File: config.mk
export PLATFORM = sky130hd
export DESIGN_NAME = rgb_mux_scan
export DESIGN_NICKNAME = d
export VERILOG_FILES = /design/src/rtl/rgb_mux_scan.sv
export SDC_FILE = /design/constraint.sdc
export NUM_CORES = 1
export LEC_CHECK = 0
export ABC_CLOCK_PERIOD_IN_PS = 2000
export BUFFER_PORTS_ARGS = -buffer_cell sky130_fd_sc_hd__buf_2
export CORE_MARGIN = 5
export CORE_UTILIZATION = 51
export CTS_BUF_LIST = sky130_fd_sc_hd__clkbuf_16
export CTS_CLUSTER_DIAMETER = 60
export DETAILED_ROUTE_END_ITERATION = 10
export HOLD_SLACK_MARGIN = 0.05
export PLACE_DENSITY = 0.74
export SYNTH_ARGS = -nofsm -noshare
export SYNTH_HDL_FRONTEND = slang
export SYNTH_SLANG_ARGS = --single-unit
File: constraint.sdc
create_clock -name clk -period 2 [get_ports clk]
set_input_delay 0.2 -clock clk [delete_from_list [all_inputs] [get_ports clk]]
set_output_delay 0.2 -clock clk [all_outputs]
set_load 0.01 [all_outputs]
File: src/rtl/rgb_mux_scan.sv
// Switch-to-RGB selector: registered/auto-scanned channel select plus global PWM brightness.
// Define RGB_MUX_SCAN_SW_SYNC_EN to pass mode/sel_in/data_in/duty through two-flop synchronizers.
module rgb_mux_scan #(
    parameter int unsigned CH       = 3,
    parameter int unsigned SEL_W    = 2,
    parameter int unsigned SCAN_DIV = 100000000,
    parameter int unsigned DIV_W    = 27,
    parameter int unsigned PWM_W    = 8
) (
    input  logic                        clk,
    input  logic                        rst,
    input  logic                        mode,
    input  logic [SEL_W-1:0]            sel_in,
    input  logic [CH*(2**SEL_W)-1:0]    data_in,
    input  logic [PWM_W-1:0]            duty,
    output logic [CH-1:0]               led_out,
    output logic [SEL_W-1:0]            sel_cur,
    output logic                        scan_tick
);

    localparam int unsigned        NIn     = 2 ** SEL_W;
    localparam logic [DIV_W-1:0]   DivLast = DIV_W'(SCAN_DIV - 1);
    localparam logic [PWM_W-1:0]   PwmMax  = '1;

    logic                 mode_w;
    logic [SEL_W-1:0]     sel_w;
    logic [CH*NIn-1:0]    data_w;
    logic [PWM_W-1:0]     duty_w;

`ifdef RGB_MUX_SCAN_SW_SYNC_EN
    logic                 mode_s1_q, mode_s2_q;
    logic [SEL_W-1:0]     sel_s1_q, sel_s2_q;
    logic [CH*NIn-1:0]    data_s1_q, data_s2_q;
    logic [PWM_W-1:0]     duty_s1_q, duty_s2_q;

    always_ff @(posedge clk) begin
        if (rst) begin
            mode_s1_q <= 1'b0;
            mode_s2_q <= 1'b0;
            sel_s1_q  <= '0;
            sel_s2_q  <= '0;
            data_s1_q <= '0;
            data_s2_q <= '0;
            duty_s1_q <= '0;
            duty_s2_q <= '0;
        end else begin
            mode_s1_q <= mode;
            mode_s2_q <= mode_s1_q;
            sel_s1_q  <= sel_in;
            sel_s2_q  <= sel_s1_q;
            data_s1_q <= data_in;
            data_s2_q <= data_s1_q;
            duty_s1_q <= duty;
            duty_s2_q <= duty_s1_q;
        end
    end

    assign mode_w = mode_s2_q;
    assign sel_w  = sel_s2_q;
    assign data_w = data_s2_q;
    assign duty_w = duty_s2_q;
`else
    assign mode_w = mode;
    assign sel_w  = sel_in;
    assign data_w = data_in;
    assign duty_w = duty;
`endif

    logic [SEL_W-1:0] sel_q, sel_d;
    logic [DIV_W-1:0] div_q, div_d;
    logic [PWM_W-1:0] pwm_q, pwm_d;
    logic [PWM_W-1:0] duty_q, duty_d;
    logic [CH-1:0]    led_q, led_d;
    logic             tick_q, tick_d;

    logic [CH-1:0]    mux_bit;
    logic [NIn-1:0]   grp;
    logic             pwm_on;

    always_comb begin
        sel_d   = sel_q;
        div_d   = div_q;
        tick_d  = 1'b0;
        pwm_d   = pwm_q + PWM_W'(1);
        duty_d  = duty_q;
        mux_bit = '0;
        grp     = '0;

        // Manual mode also suppresses a tick that would land on the 1->0 edge.
        if (mode_w) begin
            if (div_q == DivLast) begin
                div_d  = '0;
                tick_d = 1'b1;
                sel_d  = sel_q + SEL_W'(1);
            end else begin
                div_d = div_q + DIV_W'(1);
            end
        end else begin
            sel_d = sel_w;
            div_d = '0;
        end

        // Brightness only changes at a period boundary so no partial period is emitted.
        if (pwm_q == PwmMax) begin
            duty_d = duty_w;
        end
        pwm_on = (duty_q == PwmMax) || (pwm_q < duty_q);

        for (int unsigned c = 0; c < CH; c++) begin
            grp        = data_w[c*NIn +: NIn];
            mux_bit[c] = grp[sel_q];
        end
        led_d = mux_bit & {CH{pwm_on}};
    end

    always_ff @(posedge clk) begin
        if (rst) begin
            sel_q  <= '0;
            div_q  <= '0;
            pwm_q  <= '0;
            duty_q <= '0;
            led_q  <= '0;
            tick_q <= 1'b0;
        end else begin
            sel_q  <= sel_d;
            div_q  <= div_d;
            pwm_q  <= pwm_d;
            duty_q <= duty_d;
            led_q  <= led_d;
            tick_q <= tick_d;
        end
    end

    assign led_out   = led_q;
    assign sel_cur   = sel_q;
    assign scan_tick = tick_q;

endmodule

==> impl_metrics.csv, run 1 <==
group,metric,value,unit
placement,routabilityCongestion,0.754,
sta,clock_skew,0.00469,ns
global_route,overflow,0,
worst_setup_path,crit_required,2.18,ns
worst_hold_path,hp-class,"primary input to register",
worst_hold_path,worstHoldStart,"duty[1]",
routing,wl_per_cell,13.3,um
global_route,grt_max_degree,25,
clocking,numCtsBuffers,5,
logic_synthesis,synth_nets,286,
routing,vias_per_cell,5.34,
worst_setup_path,reg2reg_from,"div_q[0]",
placement,dp_hpwl,3230,um
logic_synthesis,ys.flop_type,"dfxtp_1",
sta,max_freq,0.522,GHz
power,max-vdd-ir-drop,477,uV
clocking,cts.sinks,49,
clocking,holdBufCountCts,0,
global_route,grt_pass1_wl,7940,um
global_route,grt.total_usage,0.156,
layout,multiInputGateArea,1270,sq um
placement,dp_cells,330,
worst_setup_path,start_kind,"register",
routing,num_vias,1801,
sta,slew_violations,0,
sta,tightest_slew,0.462,ns
sta,finalHoldViolCount,0,
routing,drtIter0Drc,91,
clocking,root_buffer,"clkbuf_16",
layout,layoutNonFillerInstCount,337,
die,die_area,5990,sq um
layout,areaGrowthSynthToFinish,16.7,%
sta,finalSetupViolations,0,
layout,finish.utilization,0.617,
layout,diodes,0,
sta,slew_headroom,0.692,
placement,port-buffer-count,30,
layout,final_cell_mix,"nor2_1 (49), dfxtp_1 (48), buf_2 (30), nand2_1 (17), xor2_1 (15)",
sta,period_minus_slack,1.92,ns
clocking,cts_tree,"yes",
logic_synthesis,synth-seq-cells,49,
sta,period_share,0.958,
logic_synthesis,synthesis.area,2320,sq um
worst_setup_path,worstPathMaxFanout,5,
clocking,clk_latency,0.28,ns
outcome,run_status,"finished clean",
worst_setup_path,arrival,2.10,ns
logic_synthesis,ys_types,36,
logic_synthesis,syn_avg_cell_area,9.20,sq um
run,drv_cap,0,
layout,final_common_cell,"nor2_1",
layout,final_area,2710,sq um
routing,first_pass_iters,4,
die,rows,24,
die,die_x,77.4,um
logic_synthesis,synthCells,252,
worst_setup_path,end_kind,"register",
layout,fillCellCount,397,
clocking,htreeDepth,2,
routing,drt-total-wl,4480,um
layout,finalNetCount,319,
die,boundaryPins,31,
logic_synthesis,yosys_warnings,0,
sta,final.setup.worst_slack,0.0844,ns
worst_setup_path,critPathKind,"register to register",
routing,drc,0,
global_route,antenna_found_initial,0,
clocking,cts.clk_slew.worst_paths,0.06,ns
clocking,cts_buffer_depth,2,
placement,placed_cell_area,2530,sq um
sta,rsz0062_at_grt,"false",
power,powerDensity,749,nW/um^2
logic_synthesis,ys_seq_area_frac,0.423,
global_route,first_global_vias,1806,
logic_synthesis,synth_edf_count,0,
layout,drive_gt1_frac,0.189,
die,dieHeight,77.4,um
worst_setup_path,critPathLaunch,"div_q[0]",
die,start_util,0.529,
power,p_leak,1.05,nW
placement,dpl_worst_slack,0.0181,ns
routing,ant_nets,0,
sta,setup_tns,0,ns
layout,ff_latch_area,982,sq um
die,core_region_area,4380,sq um
logic_synthesis,ys_async_sr_fraction,0,
[path summary, 6_finish.rpt]
kind	end	slack, ns	cells past startpoint
setup / recovery	sel_cur[1]	0.08	6
hold / removal	duty_q[1]	0.16	3
setup reg to reg	sel_cur[1]	0.08	6
hold reg to reg	div_q[0]	0.43	1
[power breakdown]
| part | switching, mW | internal, mW |
|---|---|---|
| sequential | 0.0144 | 0.990 |
| clock | 0.338 | 0.580 |
| combinational | 0.0487 | 0.0565 |
[metrics by stage]
stage	total power [mW]	hold slack, ns
after CTS	2.04	0.153
after detailed placement	1.13	0.444
after floorplan	1.08	0.313
after global routing	2.11	0.182
after global placement	1.13	0.431
final	2.03	0.157
[what timing repair did]
item,in CTS,in global routing
setup endpoints to repair,0,2
resized for setup,0,4
buffers inserted,0,0
[registers in the layout, summed over array words and instances, names as in the netlist]
signal     count
scan_tick      1
div_q         27
duty_q         8
pwm_q          8
led_out        3
sel_cur        2
[critical path, stage by stage, from the launching register on]
cell and delay [ns]:
dfxtp_2 0.34, ha_2 0.20, and4_4 0.26, nand4_4 0.11, or3_4 0.44, mux2i_1 0.14
a2111oi_2 0.32
[layer usage]
layer	up-vias	track usage	share of wire
li1	937	-	-
met1	826	0.201	0.48
met2	33	0.261	0.46
met3	5	0.0394	0.049
met4	0	0.0412	0.011
met5	-	0	0
[cell families after synthesis]
group | synth area share
AND/OR/NAND/NOR | 0.292
flip-flops | 0.423
XOR/XNOR | 0.106
buffers and inverters | 0.0324
AO/OA/AOI/OAI | 0.0297
multiplexers | 0.0680
adder cells (fa/ha/maj) | 0.0486
[layout make-up]
cell class | count | area share
well taps | 52 | 0.0241
repair buffers | 34 | 0.0712
clock buffers | 5 | 0.0463
flip-flops and latches | 49 | 0.363
clock inverters | 2 | 0.0130
inverters | 9 | 0.0125
multi-input cells | 186 | 0.470
[Yosys cell counts, types with 9 or more instances]
master / number / area, sq um
dfxtp_1: 49 / 981
ha_1: 9 / 113
inv_1: 9 / 33.8
mux2i_1: 9 / 90.1
nand2_1: 17 / 63.8
nand3_1: 10 / 50.1
nand4_1: 12 / 75.1
nor2_1: 49 / 184
xnor2_1: 13 / 114
xor2_1: 15 / 131
Note: power is estimated with default switching activity, not from simulation.
==> run 2, diff against run 1 <==
ABC_CLOCK_PERIOD_IN_PS = 2150   (was 2000)
clock period = 2.15 ns   (was 2 ns; I/O delays follow)
==> run 2 against run 1 <==
Against the previous run:
- fmax is 4.9% lower
- final area decreased by 2.2%
- combinational power decreased by 9%
- worst setup slack improved by 0.052 ns
- sequential share of layout area rose by 0.78 points
- global-route usage fell by 0.27 points
- die area stayed put
- first-iteration DRC count rose by 12%
- critical endpoint unchanged
- largest cell class unchanged
==> impl_metrics.csv, run 2 (synthesis results as in run 1) <==
group,metric,value,unit
clocking,cts.clk_slew.worst_paths,0.06,ns
clocking,clk_latency,0.28,ns
die,die_x,77.4,um
clocking,cts.sinks,49,
sta,setup_tns,0,ns
clocking,cts-resized-gates,0,
worst_setup_path,arrival,2.17,ns
placement,dp_hpwl,3190,um
sta,max_freq,0.497,GHz
routing,num_vias,1813,
sta,finalHoldViolCount,0,
layout,finish.utilization,0.603,
layout,finalNetCount,316,
clocking,postCtsSetupBuffers,0,
sta,tightest_slew,0.475,ns
layout,areaGrowthSynthToFinish,14.1,%
sta,rsz0062_at_grt,"false",
worst_setup_path,worstPathMaxFanout,5,
worst_setup_path,critPathLaunch,"div_q[0]",
routing,wl_per_cell,13.1,um
layout,final_cell_mix,"nor2_1 (49), dfxtp_1 (49), buf_2 (30), nand2_1 (17), xor2_1 (15)",
worst_setup_path,reg2regPathDepth,6,
die,start_util,0.529,
layout,top_regs,"div_q x27, duty_q x8, pwm_q x8",
layout,diodes,0,
worst_hold_path,hp-class,"primary input to register",
routing,vias_per_cell,5.43,
clocking,cts_tree,"yes",
global_route,grt_pass1_wl,7780,um
routing,drtIter0Drc,102,
worst_setup_path,endpoint,"sel_cur[1]",
power,powerDensity,658,nW/um^2
sta,slew_headroom,0.683,
die,dieHeight,77.4,um
clocking,root_buffer,"clkbuf_16",
layout,drive_gt1_frac,0.163,
worst_setup_path,end_kind,"register",
worst_setup_path,regToRegSetupSlack,0.14,ns
run,drv_cap,0,
power,p_leak,1.02,nW
worst_setup_path,critPathKind,"register to register",
global_route,overflow,0,
clocking,holdBufCountCts,0,
worst_setup_path,reg2reg_from,"div_q[0]",
sta,period_share,0.937,
routing,drt-total-wl,4390,um
global_route,antenna_found_initial,0,
sta,finalSetupViolations,0,
worst_setup_path,reg2reg_to,"sel_cur[1]",
clocking,cts_buffer_depth,2,
die,boundaryPins,31,
clocking,numCtsBuffers,5,
layout,fillCellCount,390,
routing,drc,0,
power,max-vdd-ir-drop,350,uV
clocking,htreeDepth,2,
routing,ant_nets,0,
routing,first_pass_iters,4,
placement,port-buffer-count,30,
worst_setup_path,crit_required,2.31,ns
die,rows,24,
global_route,first_global_vias,1797,
sta,slew_violations,0,
sta,period_minus_slack,2.01,ns
worst_setup_path,start_kind,"register",
placement,routabilityCongestion,0.737,
global_route,grt.total_usage,0.154,
global_route,grt_max_degree,25,
die,die_area,5990,sq um
layout,regMostFlops,"div_q",
die,core_region_area,4380,sq um
layout,largest_reg_flops,27,
outcome,run_status,"finished clean",
sta,clock_skew,0.00242,ns
## run 2: area by class of cell
cell class | count | area [sq um] | area share
sequential | 49 | 981 | 0.371
clock inverter | 2 | 7.51 | 0.00284
clock buffer | 5 | 125 | 0.0473
multi-input combinational | 186 | 1260 | 0.477
timing repair buffer | 31 | 170 | 0.0643
tap | 52 | 65.1 | 0.0246
inverter | 9 | 33.8 | 0.0128
## run 2: critical path, cell delays in order, from the launching register on
cell and delay (ns):
dfxtp_1 0.35, ha_1 0.22, and4_4 0.27, nand4_4 0.11, or3_4 0.43, mux2i_1 0.13
a2111oi_0 0.37
## run 2: how the worst min path moves through the flow
stage          startpoint          to  cells after the start
2_1_floorplan        mode  sel_cur[1]                      1
3_3_place_gp     div_q[0]    div_q[0]                      1
3_5_place_dp     div_q[0]    div_q[0]                      1
4_1_cts           duty[3]   duty_q[3]                      3
5_1_grt           duty[6]   duty_q[6]                      3
6_report          duty[2]   duty_q[2]                      3
## run 2: report_power, final
group	leakage [nW]	internal (mW)	switching [mW]
Combinational	0.558	0.0520	0.0438
Clock	0.0685	0.416	0.296
Sequential	0.396	0.921	0.0137
Total	1.02	1.39	0.353
## run 2: layer usage
layer,share of wire,global-route usage,vias to the layer above
met5,0,0,-
met1,0.49,0.195,845
met4,0.011,0.0550,0
met3,0.046,0.0324,5
met2,0.46,0.258,34
li1,-,-,929
## run 2: through the flow
stage               setup slack (ns)  instance area, sq um  std cells  hold slack, ns  power, mW
floorplan                      0.318                  2320        252           0.328       1.01
global placement               0.258                  2510        327           0.431       1.05
detailed placement             0.159                  2510        327           0.442       1.05
CTS                            0.126                  2650        334           0.170       1.77
global route                  0.0361                  2650        334           0.183       1.82
finish                         0.136                  2650        334           0.168       1.74
